## config.mk

```make
export PLATFORM = sky130hd
export DESIGN_NAME = core_sequencer
export DESIGN_NICKNAME = d
export VERILOG_FILES = /design/src/rtl/core_sequencer.sv
export SDC_FILE = /design/constraint.sdc
export NUM_CORES = 1
export LEC_CHECK = 0
export ABC_AREA = 0
export BUFFER_PORTS_ARGS = -buffer_cell sky130_fd_sc_hd__buf_2
export CAP_MARGIN = 20
export CORE_MARGIN = 4
export CORE_UTILIZATION = 55
export CTS_CLUSTER_SIZE = 14
export DETAILED_ROUTE_END_ITERATION = 7
export GPL_TIMING_DRIVEN = 1
export PLACE_DENSITY_LB_ADDON = 0.2
export SYNTH_ARGS = -nofsm -noshare
export SYNTH_HDL_FRONTEND = slang
export SYNTH_SLANG_ARGS = --single-unit
```

## constraint.sdc

```tcl
create_clock -name clk -period 4.6 [get_ports clk]
set_clock_uncertainty 0.2 [all_clocks]
set_input_delay 0.92 -clock clk [delete_from_list [all_inputs] [get_ports clk]]
set_output_delay 0.92 -clock clk [all_outputs]
set_load 0.1 [all_outputs]
```

## src/rtl/core_sequencer.sv

```systemverilog
// Multi-cycle control sequencer: fetch, execute, optional memory access, write-back.
// Sticky HALT/ERROR terminal states with a bounded wait on every memory handshake.
module core_sequencer #(
    parameter int unsigned TIMEOUT = 255
) (
    input  logic       clk,
    input  logic       rst,
    output logic       imem_req,
    input  logic       imem_ready,
    output logic       inst_latch,
    input  logic       dec_wen,
    input  logic       dec_load,
    input  logic       dec_store,
    input  logic       dec_ebreak,
    input  logic       dec_illegal,
    output logic       dmem_req,
    output logic       dmem_we,
    input  logic       dmem_ready,
    output logic       rf_we,
    output logic       pc_we,
    output logic       halted,
    output logic       err,
    output logic [2:0] state
);

    typedef enum logic [2:0] {
        S_IDLE  = 3'd0,
        S_FETCH = 3'd1,
        S_EXEC  = 3'd2,
        S_MEM   = 3'd3,
        S_WB    = 3'd4,
        S_HALT  = 3'd5,
        S_ERROR = 3'd6,
        S_BAD   = 3'd7
    } state_e;

    localparam logic [7:0] TMO = 8'(TIMEOUT);

    state_e     state_q, state_d;
    logic [7:0] cnt_q, cnt_d;
    logic [7:0] cnt_inc;
    logic       st_q, st_d;
    logic       run;

    always_ff @(posedge clk) begin
        if (rst) begin
            state_q <= S_IDLE;
            cnt_q   <= 8'd0;
            st_q    <= 1'b0;
        end else begin
            state_q <= state_d;
            cnt_q   <= cnt_d;
            st_q    <= st_d;
        end
    end

    assign cnt_inc = cnt_q + 8'd1;

    // Ready on the cycle the counter would hit TIMEOUT still wins.
    always_comb begin
        state_d = state_q;
        cnt_d   = cnt_q;
        st_d    = st_q;
        case (state_q)
            S_IDLE: begin
                state_d = S_FETCH;
                cnt_d   = 8'd0;
            end
            S_FETCH: begin
                if (imem_ready) begin
                    state_d = S_EXEC;
                end else begin
                    cnt_d = cnt_inc;
                    if (cnt_inc >= TMO) state_d = S_ERROR;
                end
            end
            S_EXEC: begin
                st_d = dec_store;
                if (dec_illegal) begin
                    state_d = S_ERROR;
                end else if (dec_ebreak) begin
                    state_d = S_HALT;
                end else if (dec_load || dec_store) begin
                    state_d = S_MEM;
                    cnt_d   = 8'd0;
                end else begin
                    state_d = S_WB;
                end
            end
            S_MEM: begin
                if (dmem_ready) begin
                    state_d = S_WB;
                end else begin
                    cnt_d = cnt_inc;
                    if (cnt_inc >= TMO) state_d = S_ERROR;
                end
            end
            S_WB: begin
                state_d = S_FETCH;
                cnt_d   = 8'd0;
            end
            S_HALT:  state_d = S_HALT;
            S_ERROR: state_d = S_ERROR;
            default: state_d = S_ERROR;
        endcase
    end

    // Reset masks every output so a late ready cannot produce a strobe.
    always_comb begin
        run        = ~rst;
        imem_req   = run & (state_q == S_FETCH);
        inst_latch = run & (state_q == S_FETCH) & imem_ready;
        dmem_req   = run & (state_q == S_MEM);
        dmem_we    = run & (state_q == S_MEM) & st_q;
        pc_we      = run & (state_q == S_WB);
        rf_we      = run & (state_q == S_WB) & dec_wen & ~dec_store;
        halted     = run & (state_q == S_HALT);
        err        = run & (state_q == S_ERROR);
        state      = state_q;
    end

endmodule

```

==> impl_metrics.csv <==
group,metric,value,unit
synth,synth_cell_types,36,
sta,final.setup.tns,0,ps
clock_tree,cts_root_buf,"clkbuf_4",
worst_setup_path,r2r-end,"state[0]",
placed_design,io_buffers,19,
sta,worstMarginPinSlew,518,ps
placed_design,pre_cts_ws,1380,ps
global_routing,grt.total_usage,21.3,%
global_routing,overflow,0,
routing,dr.first_iter.drc_count,27,
synth,synth-seq-cells,12,
worst_setup_path,endpoint_kind,"output port",
clock_tree,clk_pin_slew,70,ps
worst_setup_path,r2r_cells,6,
floorplan,num_rows,13,
global_routing,grt_pass1_wl,3520,µm
sta,max_slew_margin,65.4,%
sta,timing.fmax,0.311,GHz
sta,setup_slack,1390,ps
routing,wl_per_cell,13.0,µm
finish,area_delta_synth_final,14.8,%
finish,nets,148,
synth,synthCells,119,
clock_tree,clk_latency,270,ps
global_routing,antenna_found_initial,0,
routing,drc_errors,0,
routing,vias_per_cell,6.06,
synth,syn_nets,130,
clock_tree,clock-sinks,12,
worst_setup_path,cp_cell_sequence,"buf_2, nand2b_1, nor3_2, and3b_1, buf_2",
worst_setup_path,r2r_slack,2330,ps
finish,fin_cells,150,
routing,firstDrtPassIters,4,
pwr,powerDensity,358,nW/µm²
sta,whs,284,ps
synth,ys_warn_count,0,
worst_setup_path,required,3480,ps
finish,fillerInstances,121,
job,maxCapViolations,0,
global_routing,grt_start_max_net_pins,18,
clock_tree,cts_tree,"yes",
sta,slew_viol_final,0,
sta,period_share,69.8,%
floorplan,pin_count,20,
worst_setup_path,path_class,"in2out",
floorplan,dieArea,2230,µm²
clock_tree,numCtsBuffers,3,
finish,drive_gt1_share,19.3,%
finish,antenna_cells,0,
sta,period_needed,3210,ps
clock_tree,cts_setup_buffers,0,
hold_path,min_path_type,"reg2reg",
synth,yosysSeqAreaShare,28.4,%
placed_design,placed_area,950,µm²
finish,fin_area,972,µm²
floorplan,coreArea,1380,µm²
sta,rsz0062_at_grt,"no",
floorplan,die_height,47.2,µm
routing,ant_nets,0,
placed_design,place_hpwl,1440,µm
worst_setup_path,rr_startpoint,"cnt_q[0]",
worst_setup_path,slowest_stage,"buf_2",
pwr,max-vdd-ir-drop,234,µV
routing,finalWirelength,1940,µm
worst_setup_path,crit_path_max_incr_delay,420,ps
worst_setup_path,cp.arrival,2090,ps
routing,dr_total_vias,909,
worst_setup_path,start_kind,"input port",
worst_setup_path,crit_end,"rf_we",
sta,finalSetupViolCount,0,
clock_tree,htreeDepth,1,
worst_setup_path,crit_start,"rst",
placed_design,dp.cells,147,
pwr,p_total,0.348,mW
floorplan,die_w,47.2,µm
clock_tree,cts_buffer_depth,2,
placed_design,gp_congestion,0.842,
clock_tree,cts.hold.buffers_added,0,
synth,avgSynthCellArea,7.12,µm²
finish,fin_util,70.3,%
global_routing,grt_pass1_vias,867,
synth,synthesis.area,847,µm²
floorplan,initial_core_util,61.3,%
pwr,p_leak,0.403,nW
sta,hold_viol_final,0,
worst_setup_path,crit_path_max_fanout,17,
worst_setup_path,cpMostUsedCell,"buf_2",
outcome,outcome,"completed",
clock_tree,ctsResizeCount,0,
[cell usage in the layout (no fill, tap or decap), drive strengths merged]
cell type / count
a32oi: 1
and2: 1
nand3: 4
a21oi: 10
dfxtp: 12
nand3b: 1
a21o: 2
and3b: 2
nand2: 12
nor3b: 1
ha: 2
nor2: 15
nor3: 6
or3: 4
nor2b: 2
o22ai: 1
and3: 1
o31ai: 1
o21ai: 9
o31a: 2
or4: 1
xor2: 1
or2b: 1
xnor2: 1
inv: 4
nand2b: 4
o21bai: 3
clkbuf: 3
nand4: 2
o21a: 1
buf: 19
and4: 1
mux2i: 1
a311oi: 4
[sequential cells by signal, indices dropped and copies added, names as in the netlist]
register  flops
cnt_q         8
st_q          1
state         3
[synthesized netlist by cell type]
master,n,area share (%)
nor2_1,15,6.6
dfxtp_1,12,28
nand2_1,11,4.9
a21oi_1,10,5.9
nor3_1,6,3.5
clkbuf_1,5,2.2
o21ai_0,5,3.0
a311oi_1,4,4.1
inv_1,4,1.8
nand2b_1,4,3.0
nand3_1,4,2.4
o21ai_1,4,2.4
or3_1,4,3.0
o21bai_1,3,2.7
a21o_1,2,1.8
and3b_1,2,2.1
ha_1,2,3.0
nand4_1,2,1.5
nor2b_1,2,1.5
o31a_1,2,2.1
a32oi_1,1,1.0
and2_1,1,0.74
and3_1,1,0.74
and4_1,1,1.0
buf_4,1,0.89
mux2i_1,1,1.2
nand2_2,1,0.74
nand3b_1,1,0.89
nor3b_1,1,0.89
o21a_1,1,0.89
o22ai_1,1,0.74
o31ai_1,1,0.89
or2b_1,1,0.89
or4_1,1,0.89
xnor2_1,1,1.0
xor2_1,1,1.0
[per-layer routing]
metal	GRT usage, %	vias up	share of wire, %
li1	-	464	-
met1	25.8	407	44
met2	37.7	34	46
met3	3.45	4	8.7
met4	7.18	0	1.2
met5	0	-	0
[power breakdown]
part | switching [mW] | internal [mW] | total, mW
registers | 0.0221 | 0.111 | 0.134
clock network | 0.0331 | 0.0302 | 0.0634
logic | 0.115 | 0.0363 | 0.151
total | 0.170 | 0.178 | 0.348
[cell type report]
class | instances | area [µm²] | share of cell area [%]
Inverter | 4 | 15.0 | 1.54
Timing Repair Buffer | 19 | 95.1 | 9.78
Tap cell | 15 | 18.8 | 1.93
Multi-Input combinational cell | 97 | 581 | 59.7
Clock buffer | 3 | 22.5 | 2.32
Sequential cell | 12 | 240 | 24.7
[worst min path at each step]
stage           end  start  slack [ps]  depth (start not counted)
2_1_floorplan  st_q   st_q         250                          2
3_3_place_gp   st_q   st_q         270                          2
3_5_place_dp   st_q   st_q         280                          2
4_1_cts        st_q   st_q         290                          2
5_1_grt        st_q   st_q         320                          2
6_report       st_q   st_q         280                          2
[logic make-up after synthesis]
kind of cell,Yosys count,synth area share (%)
adders and majority gates,2,2.95
muxes,1,1.18
and+or+nand+nor,58,35.2
AOI/OAI and AO/OA,34,25.4
DFF,12,28.4
xor gates and xnor gates,2,2.07
buffers and inverters,10,4.87
[critical path: cells and delay by family]
family	cells	cell delay (ps)
buffers and inverters	2	620
AND/OR/NAND/NOR	3	560
Note: power is estimated with default switching activity, not from simulation.
